$ cat config.mk
export PLATFORM = sky130hd
export DESIGN_NAME = reset_seq_ctrl
export DESIGN_NICKNAME = d
export VERILOG_FILES = /design/src/rtl/reset_pkg.sv /design/src/rtl/rst_lock_filter.sv /design/src/rtl/reset_seq_ctrl.sv
export SDC_FILE = /design/constraint.sdc
export NUM_CORES = 1
export LEC_CHECK = 0
export ABC_AREA = 0
export CAP_MARGIN = 5
export CORE_MARGIN = 2
export CORE_UTILIZATION = 41
export DETAILED_ROUTE_END_ITERATION = 6
export PLACE_DENSITY = 0.64
export SKIP_CTS_REPAIR_TIMING = 1
export SLEW_MARGIN = 20
export SYNTH_ARGS = -nofsm -noshare
export SYNTH_HDL_FRONTEND = slang
export SYNTH_HIERARCHICAL = 1
export SYNTH_SLANG_ARGS = --single-unit
$ cat constraint.sdc
create_clock -name i_clk -period 6.2 [get_ports i_clk]
set_clock_uncertainty 0.2 [all_clocks]
set_input_delay 0.93 -clock i_clk [delete_from_list [all_inputs] [get_ports i_clk]]
set_output_delay 0.93 -clock i_clk [all_outputs]
set_load 0.02 [all_outputs]
$ cat src/rtl/reset_pkg.sv
// Shared definitions for the reset sequencer: FSM state encodings,
// synchroniser depth and a constant-width helper.
package reset_pkg;

    typedef enum logic [1:0] {
        ST_HOLD    = 2'd0,
        ST_RELEASE = 2'd1,
        ST_RUN     = 2'd2
    } rst_state_t;

    localparam int unsigned SYNC_STAGES = 2;

    function automatic int unsigned clog2(input int unsigned value);
        int unsigned res;
        int unsigned v;
        res = 0;
        v   = (value > 0) ? value - 1 : 0;
        while (v > 0) begin
            res = res + 1;
            v   = v >> 1;
        end
        return res;
    endfunction

endpackage

$ cat src/rtl/rst_lock_filter.sv
// PLL-lock qualifier: 2-FF synchroniser followed by a stability counter that
// asserts lock_q only after FILTER_CYC consecutive high samples.
module rst_lock_filter
    import reset_pkg::*;
#(
    parameter int unsigned FILTER_CYC = 16
) (
    input  logic clk,
    input  logic rst_n,
    input  logic pll_locked,
    output logic lock_q
);

    localparam int unsigned     FW   = clog2(FILTER_CYC + 1);
    localparam logic [FW-1:0]   LAST = FW'(FILTER_CYC - 1);
    localparam logic [FW-1:0]   FULL = FW'(FILTER_CYC);

    logic [SYNC_STAGES-1:0] sync;
    logic [FW-1:0]          cnt;
    logic                   lock_reg;
    logic                   lock_sample;

    assign lock_sample = sync[SYNC_STAGES-1];

    always_ff @(posedge clk or negedge rst_n) begin
        if (!rst_n) begin
            sync     <= '0;
            cnt      <= '0;
            lock_reg <= 1'b0;
        end else begin
            sync <= {sync[SYNC_STAGES-2:0], pll_locked};
            if (!lock_sample) begin
                cnt      <= '0;
                lock_reg <= 1'b0;
            end else if (!lock_reg) begin
                if (cnt == LAST) begin
                    lock_reg <= 1'b1;
                    cnt      <= FULL;
                end else begin
                    cnt <= cnt + FW'(1);
                end
            end
        end
    end

    // A low synchronised sample withdraws lock at once, so the sequencer aborts
    // on the same edge the filter register would clear.
    assign lock_q = lock_reg & lock_sample;

endmodule

$ cat src/rtl/reset_seq_ctrl.sv
// Reset sequencer: qualifies PLL lock, holds all channel resets, releases them
// one by one at a fixed stagger and serves per-channel/global software resets.
module reset_seq_ctrl
    import reset_pkg::*;
#(
    parameter int unsigned CH_NUM       = 5,
    parameter int unsigned FILTER_CYC   = 16,
    parameter int unsigned HOLD_CYC     = 64,
    parameter int unsigned STAGGER_CYC  = 8,
    parameter int unsigned SW_PULSE_CYC = 32
) (
    input  logic              i_clk,
    input  logic              i_rst_n,
    input  logic              i_pll_locked,
    input  logic              i_sw_rst_all,
    input  logic [CH_NUM-1:0] i_sw_rst_req,
    output logic [CH_NUM-1:0] o_rst_n,
    output logic              o_rst_done,
    output logic [1:0]        o_state
);

    localparam int unsigned MAX_AB  = (FILTER_CYC > HOLD_CYC) ? FILTER_CYC : HOLD_CYC;
    localparam int unsigned MAX_CD  = (STAGGER_CYC > SW_PULSE_CYC) ? STAGGER_CYC : SW_PULSE_CYC;
    localparam int unsigned MAX_ALL = (MAX_AB > MAX_CD) ? MAX_AB : MAX_CD;
    localparam int unsigned CNT_W   = clog2(MAX_ALL + 1);
    localparam int unsigned IDX_W   = clog2(CH_NUM + 1);

    localparam logic [CNT_W-1:0] HOLD_LAST  = CNT_W'(HOLD_CYC - 1);
    localparam logic [CNT_W-1:0] STAG_LAST  = CNT_W'(STAGGER_CYC - 1);
    localparam logic [CNT_W-1:0] PULSE_LOAD = CNT_W'(SW_PULSE_CYC - 1);
    localparam logic [IDX_W-1:0] IDX_LAST   = IDX_W'(CH_NUM - 1);

    logic [SYNC_STAGES-1:0] rst_sync;
    logic                   rst_int_n;

    always_ff @(posedge i_clk or negedge i_rst_n) begin
        if (!i_rst_n) begin
            rst_sync <= '0;
        end else begin
            rst_sync <= {rst_sync[SYNC_STAGES-2:0], 1'b1};
        end
    end

    assign rst_int_n = rst_sync[SYNC_STAGES-1];

    logic lock_q;

    rst_lock_filter #(
        .FILTER_CYC (FILTER_CYC)
    ) u_lock_filter (
        .clk        (i_clk),
        .rst_n      (rst_int_n),
        .pll_locked (i_pll_locked),
        .lock_q     (lock_q)
    );

    rst_state_t        state;
    logic [CNT_W-1:0]  cnt;
    logic [IDX_W-1:0]  idx;
    logic [IDX_W-1:0]  idx_next;
    logic [CH_NUM-1:0] pulse_busy;
    logic              abort;

    assign abort    = ((state == ST_RELEASE) || (state == ST_RUN)) && (!lock_q || i_sw_rst_all);
    assign idx_next = idx + IDX_W'(1);

    // Busy covers the request cycle itself plus the remaining SW_PULSE_CYC-1 count.
    for (genvar k = 0; k < CH_NUM; k++) begin : g_ch
        logic [CNT_W-1:0] pcnt;

        always_ff @(posedge i_clk or negedge rst_int_n) begin
            if (!rst_int_n) begin
                pcnt <= '0;
            end else if (abort) begin
                pcnt <= '0;
            end else if ((state == ST_RUN) && i_sw_rst_req[k]) begin
                pcnt <= PULSE_LOAD;
            end else if (pcnt != '0) begin
                pcnt <= pcnt - CNT_W'(1);
            end
        end

        assign pulse_busy[k] = i_sw_rst_req[k] || (pcnt != '0);
    end

    always_ff @(posedge i_clk or negedge rst_int_n) begin
        if (!rst_int_n) begin
            state      <= ST_HOLD;
            cnt        <= '0;
            idx        <= '0;
            o_rst_n    <= '0;
            o_rst_done <= 1'b0;
        end else if (abort) begin
            state      <= ST_HOLD;
            cnt        <= '0;
            idx        <= '0;
            o_rst_n    <= '0;
            o_rst_done <= 1'b0;
        end else begin
            case (state)
                ST_HOLD: begin
                    o_rst_n    <= '0;
                    o_rst_done <= 1'b0;
                    idx        <= '0;
                    if (i_sw_rst_all || !lock_q) begin
                        cnt <= '0;
                    end else if (cnt == HOLD_LAST) begin
                        cnt     <= '0;
                        o_rst_n <= CH_NUM'(1);
                        if (CH_NUM == 1) begin
                            state      <= ST_RUN;
                            o_rst_done <= 1'b1;
                        end else begin
                            state <= ST_RELEASE;
                        end
                    end else begin
                        cnt <= cnt + CNT_W'(1);
                    end
                end

                ST_RELEASE: begin
                    if (cnt == STAG_LAST) begin
                        cnt     <= '0;
                        idx     <= idx_next;
                        o_rst_n <= o_rst_n | (CH_NUM'(1) << idx_next);
                        if (idx_next == IDX_LAST) begin
                            state      <= ST_RUN;
                            o_rst_done <= 1'b1;
                        end
                    end else begin
                        cnt <= cnt + CNT_W'(1);
                    end
                end

                ST_RUN: begin
                    o_rst_n    <= ~pulse_busy;
                    o_rst_done <= 1'b1;
                end

                default: begin
                    state      <= ST_HOLD;
                    cnt        <= '0;
                    idx        <= '0;
                    o_rst_n    <= '0;
                    o_rst_done <= 1'b0;
                end
            endcase
        end
    end

    assign o_state = state;

endmodule

==> results of run 1 <==
==> per-stage QoR <==
stage                     worst slack (ns)  total power (W)
after floorplan                       4.01         0.000433
after global placement                3.17         0.000444
after detailed placement              3.08         0.000444
after CTS                             3.43         0.000843
after global routing                  3.32         0.000867
final                                 3.42         0.000833
==> cells in the mapped netlist, drive strengths merged, types with 2 or more instances <==
library cell  instances  share of area (%)
nand2b                2               0.57
ha                   23                8.2
nor2                 14                1.5
nor3                 21                3.4
nand2                30                3.3
nor4                  3               0.89
nor3b                 2               0.43
and3                  6                1.1
nand4                 3               0.54
xor2                 13                3.2
and2                  5               0.89
a32o                  5                1.4
xnor2                14                3.5
a21o                  2               0.43
buf                   3               0.61
mux2                  2               0.75
o31ai                 3               0.64
nand3b                7                1.9
o21ai                18                3.0
clkbuf                5               0.54
o32ai                 6                1.5
a21oi                45                7.2
nor2b                 6                1.1
inv                  19                2.0
a31oi                 3               0.54
and3b                 2               0.50
a21boi                3               0.75
nand3                13                2.0
dfrtp                63                 45
==> layout make-up <==
type                       count  area [µm²]
fill                         778        4250
inverter                      19        71.3
clock buffer                   9         124
timing repair buffer          19         185
clock inverter                 7        97.6
multi-input combinational    261        1820
tap                          105         131
sequential                    63        1580
==> per-layer routing <==
metal	GRT usage [%]	vias up	wire [µm]
met1	22.7	1275	3430
met5	0	-	0
li1	-	1300	-
met2	25.8	32	3110
met4	6.69	0	70
met3	3.72	7	179
==> cell families after synthesis <==
family	count (synthesis)	share of synthesized area (%)
compound gates	89	16.4
other cells	1	0.107
buf+inv	27	3.18
simple gates	119	19.7
xor+xnor	27	6.75
flops	63	45.0
fa+ha+maj	23	8.21
mux	2	0.749
==> worst min-delay path by stage <==
stage / from / end / slack, ns
floorplan: rst_sync[0] / rst_sync[1] / 0.13
global placement: rst_sync[1] / u_lock_filter/sync[0] / -0.06
detailed placement: rst_sync[1] / u_lock_filter/sync[0] / -0.06
CTS: rst_sync[1] / u_lock_filter/sync[1] / -0.05
global route: u_lock_filter/sync[0] / u_lock_filter/sync[1] / 0.17
finish: u_lock_filter/sync[0] / u_lock_filter/sync[1] / 0.15
==> power by group through the flow <==
stage | Sequential, W | Combinational [W] | Clock [W]
after floorplan | 0.000429 | 0.00000445 | 0
after global placement | 0.000425 | 0.0000184 | 0
after detailed placement | 0.000426 | 0.0000185 | 0
after CTS | 0.000418 | 0.0000185 | 0.000407
after global routing | 0.000417 | 0.0000233 | 0.000427
final | 0.000416 | 0.0000195 | 0.000397
==> summary.md, run 1 <==
| Metric | Value |
|---|---|
| Crit start category | `input pin` |
| Sw frac | `22.1%` |
| Part of the power in registers | `50.0%` |
| Total grt overflow | `0` |
| Comb pwr share | `2.3%` |
| Worst setup path start | `i_sw_rst_all` |
| Routed WL | `6780 µm` |
| Hold WC Path Type | `flop to flop` |
| Router iterations before antenna repair | `4` |
| Status | `finished, final reports clean` |
| Sw Pwr | `0.000184 W` |
| CTS tree | `yes` |
| Clock Path Buffers | `2` |
| CP required | `6.22 ns` |
| Hold Crit Depth | `0` |
| First-pass GRT wire length | `11,900 µm` |
| PwrDens | `208 mW/mm²` |
| Placed Area | `0.00377 mm²` |
| CTS Buf Count | `9` |
| Largest net degree at the start of global routing | `51` |
| Number of antenna-violating nets in the routed design | `0` |
| #FFs+latches synth | `63` |
| Worst path bufs/invs | `1` |
| Iter 0 DRT Violations | `107` |
| Vias in the first global route | `2,567` |
| Placed instance count | `466` |
| Leak | `1.75 nW` |
| FF-to-FF path depth | `7` |
| Worst Tran Pin Value | `0.736 ns` |
| Critical path destination | `o_state[0]` |
| Most frequent cells in the layout | `62 x dfrtp_1, 42 x a21oi_1, 29 x nand2_1` |
| Final-report hold violation count | `0` |
| Cells after synthesis | `351` |
| Ratio of final minimum period to clock period | `44.8%` |
| GRT Resource Usage Total | `16.7%` |
| Die ar. | `0.00931 mm²` |
| Hold_ws | `0.152 ns` |
| Reg2Reg Launch Point | `o_state[0]` |
| Worst setup path class | `input pin to flop` |
| Initial cell density of the core | `42.5%` |
| RSZ-0062 raised after global routing | `false` |
| Mapped Nets | `383` |
| Clock power share | `47.7%` |
| RD Place Congestion | `0.808` |
| Max cap viols | `0` |
| DP HPWL | `4630 µm` |
| Sinks on Clock Net | `63` |
| Antenna diodes | `0` |
| Mean Syn Cell Area | `9.99 µm²` |
| Fmax achieved | `360 MHz` |
| Die Wd | `96.5 µm` |
| Biggest regs | `g_ch.pcnt: 35 flops, cnt: 7 flops` |
| Crit-path slowest cell | `nand2_1` |
| Design Area, Final | `0.00401 mm²` |
| Relative max-transition margin | `50.9%` |
| Number of flip-flops under the largest register name | `35` |
| CP arrival | `2.80 ns` |
| CP dominant cell by count | `nand2_1` |
| Critical R2R Capture | `o_state[0]` |
| CP max FO | `17` |
| FP Rows | `33` |
| Synth Cell Area | `0.00351 mm²` |
| Final setup viols | `0` |
| I/O Pins | `17` |
| Delay-heaviest family, CP | `simple AND/OR/NAND/NOR gates` |
| Sequential area share after synthesis | `45.0%` |
| Slowest Stage Delay on Critical Path | `0.52 ns` |
| Fraction of layout cells with a size suffix above 1 | `10.6%` |
| Die Span Y | `96.5 µm` |
| Initial antenna violation count | `0` |
| Crit. End Element | `flop` |
| Critical Path, Cell by Cell | `clkdlybuf4s50_1 > nand2b_4 > nand2_1 > nand2_1 > o21ai_2 > mux2_4` |
| Fin crit period | `2.78 ns` |
| Setup_tns | `0 ns` |
| Async SR Flop Fraction | `100%` |
| Most common cell after layout, fill and taps aside | `dfrtp_1` |
| Library cells used by synthesis | `55` |
| Int Pwr | `0.000649 W` |
| Routed via count | `2,614` |
| Synth warnings | `6` |
| Root Buffer | `clkbuf_8` |
| CTS H-tree depth | `3` |
| DRC violations left | `0` |
| Post-route insts no fill | `483` |
| Area added between synthesis and finish | `14.2%` |
| Critical path depth | `6` |
| Total Nets Final | `405` |
| R2r setup slk | `3.46 ns` |
| Peak VDD IR | `0.0000927 V` |
| I/O Buffers | `16` |
| Clk_lat worst skew | `0.34 ns` |
| CORE AREA | `0.00826 mm²` |
| Detailed-route wire length per cell | `14.0 µm` |
| Worst-path clk slew | `0.07 ns` |
| Routed vias/inst | `5.41` |
| Finished Core Util | `48.5%` |
| Max Slew Vio Count | `0` |
| Post-synth EDFFs | `0` |
| Reg with most FFs | `g_ch.pcnt` |
| Dominant synthesized flop cell | `dfrtp_1` |
Note: power is estimated with default switching activity, not from simulation.
==> inputs of run 2 (changes only) <==
- PLACE_DENSITY: 0.64 -> 0.66
- clock period: 6.2 -> 2.47 ns (I/O delays scaled with it)
==> run 2 against run 1 <==
First-iteration DRC count rose by 21%. Final area is 0.53% lower. Sequential share of layout area up 0.21 points. Sequential power grew to 2.5 times the previous value. Largest power group unchanged. Non-clock buffer count grew 4.
==> summary.md, run 2 (same netlist as run 1, synthesis figures left out) <==
| Metric | Value |
|---|---|
| CP max FO | `5 (-12)` |
| Number of antenna-violating nets in the routed design | `0 (unchanged)` |
| I/O Pins | `17 (unchanged)` |
| CORE AREA | `0.00826 mm² (unchanged)` |
| Routed WL | `6920 µm (+2.1%)` |
| Root Buffer | `clkbuf_8` |
| Antenna diodes | `0 (unchanged)` |
| Hold_ws | `0.0868 ns (-0.0647 ns)` |
| DP HPWL | `4780 µm (+3.2%)` |
| Final setup viols | `0 (unchanged)` |
| Crit start category | `flop` |
| I/O Buffers | `16 (unchanged)` |
| Die Wd | `96.5 µm (unchanged)` |
| Finished Core Util | `48.2% (-0.26 points)` |
| Fin crit period | `2.15 ns` |
| GRT Resource Usage Total | `16.6% (-0.061 points)` |
| Worst Tran Pin Value | `0.627 ns (-0.109 ns)` |
| Most common cell after layout, fill and taps aside | `dfrtp_1` |
| Initial antenna violation count | `0 (unchanged)` |
| R2r setup slk | `0.32 ns (-3.14 ns)` |
| Leak | `1.75 nW (about the same)` |
| Sinks on Clock Net | `63 (unchanged)` |
| Fraction of layout cells with a size suffix above 1 | `10.2% (-0.35 points)` |
| Relative max-transition margin | `58.2% (+7.3 points)` |
| Max cap viols | `0 (unchanged)` |
| CP arrival | `2.17 ns (-0.63 ns)` |
| Clk_lat worst skew | `0.34 ns (about the same)` |
| Iter 0 DRT Violations | `130 (+21%)` |
| Pre-CTS setup slack | `0.342 ns (-2.74 ns)` |
| RSZ-0062 raised after global routing | `false` |
| Max Slew Vio Count | `0 (unchanged)` |
| Reg with most FFs | `g_ch.pcnt` |
| Worst-path clk slew | `0.06 ns (about the same)` |
| Clock Path Buffers | `2 (unchanged)` |
| Total Nets Final | `409 (+0.99%)` |
| Status | `finished, final reports clean` |
| Die ar. | `0.00931 mm² (unchanged)` |
| Final-report hold violation count | `0 (unchanged)` |
| Crit. End Element | `flop` |
| Number of flip-flops under the largest register name | `35 (unchanged)` |
| Setup WS post-layout | `0.324 ns (-3.10 ns)` |
| Worst setup path class | `flop to flop` |
| Fmax achieved | `466 MHz` |
| Routed vias/inst | `5.33 (-1.5%)` |
| RD Place Congestion | `0.843 (+4.3%)` |
| FP Rows | `33 (unchanged)` |
| Post-route insts no fill | `486 (+0.62%)` |
| Most frequent cells in the layout | `62 x dfrtp_1, 42 x a21oi_1, 29 x nand2_1` |
| Ratio of final minimum period to clock period | `86.9%` |
| First-pass GRT wire length | `11,800 µm (-1.1%)` |
| Placed instance count | `470 (+0.86%)` |
| Setup_tns | `0 ns (unchanged)` |
| Sequential Area | `0.00158 mm² (unchanged)` |
| Vias in the first global route | `2,465 (-4.0%)` |
| Biggest regs | `g_ch.pcnt: 35 flops, cnt: 7 flops` |
| PwrDens | `465 mW/mm² (+120%)` |
| Hold WC Path Type | `flop to asynchronous set/reset pin` |
| FILL cells | `777 (-0.13%)` |
| Die Span Y | `96.5 µm (unchanged)` |
| Area added between synthesis and finish | `13.6%` |
| Detailed-route wire length per cell | `14.2 µm (+1.4%)` |
| CTS Buf Count | `9 (unchanged)` |
| Routed via count | `2,591 (-0.88%)` |
| Largest net degree at the start of global routing | `37 (-27%)` |
| Peak VDD IR | `0.000239 V (+160%)` |
| CP required | `2.49 ns (-3.73 ns)` |
| Total grt overflow | `0 (unchanged)` |
| CTS H-tree depth | `3 (unchanged)` |
| Area occupied by multi-input gates | `0.00182 mm² (unchanged)` |
| Initial cell density of the core | `42.5% (unchanged)` |
| CTS tree | `yes` |
| Router iterations before antenna repair | `4 (unchanged)` |
| DRC violations left | `0 (unchanged)` |
run 2: critical path, stage by stage, from the launching register on:
cell and delay [ns]:
dfrtp_1 0.44, ha_1 0.26, xnor2_1 0.39, nor2b_1 0.10, nor2b_2 0.19, o21ai_2 0.13, mux2_4 0.31
run 2: area by class of cell:
class                      count  area share, %
clock buffer                  14           3.83
sequential                    63           39.6
clock inverter                 1          0.126
tap                          105           3.30
inverter                      19           1.79
timing repair buffer          23           5.72
multi-input combinational    261           45.6
run 2: final timing paths:
kind	start	end	cells past startpoint
max in group asynchronous	rst_sync[1]	g_ch[2].pcnt[2]	1
hold reg to reg	rst_sync[1]	cnt[6]	0
setup reg to reg	idx[0]	o_state[0]	6
setup / recovery	idx[0]	o_state[0]	6
min in group i_clk	rst_sync[0]	rst_sync[1]	0
hold / removal	rst_sync[1]	cnt[6]	0
run 2: per-layer routing:
metal	up-vias	wire length, µm	track usage [%]	part of all wire (%)
met5	-	0	0	0
met4	0	68	4.69	0.98
met3	7	282	5.04	4.1
met2	39	3150	25.0	45
met1	1249	3420	23.2	49
li1	1296	-	-	-
run 2: metrics by stage:
| step | power (W) | instance area (µm²) |
|---|---|---|
| 2_1_floorplan | 0.00109 | 3510 |
| 3_3_place_gp | 0.00112 | 3820 |
| 3_5_place_dp | 0.00112 | 3820 |
| 4_1_cts | 0.00188 | 3970 |
| 5_1_grt | 0.00193 | 3980 |
| 6_report | 0.00185 | 3980 |
run 2: power breakdown:
group	switching [W]	internal [W]
Combinational	0.0000202	0.0000231
Clock	0.000368	0.000386
Sequential	0.0000146	0.00104
Total	0.000403	0.00145
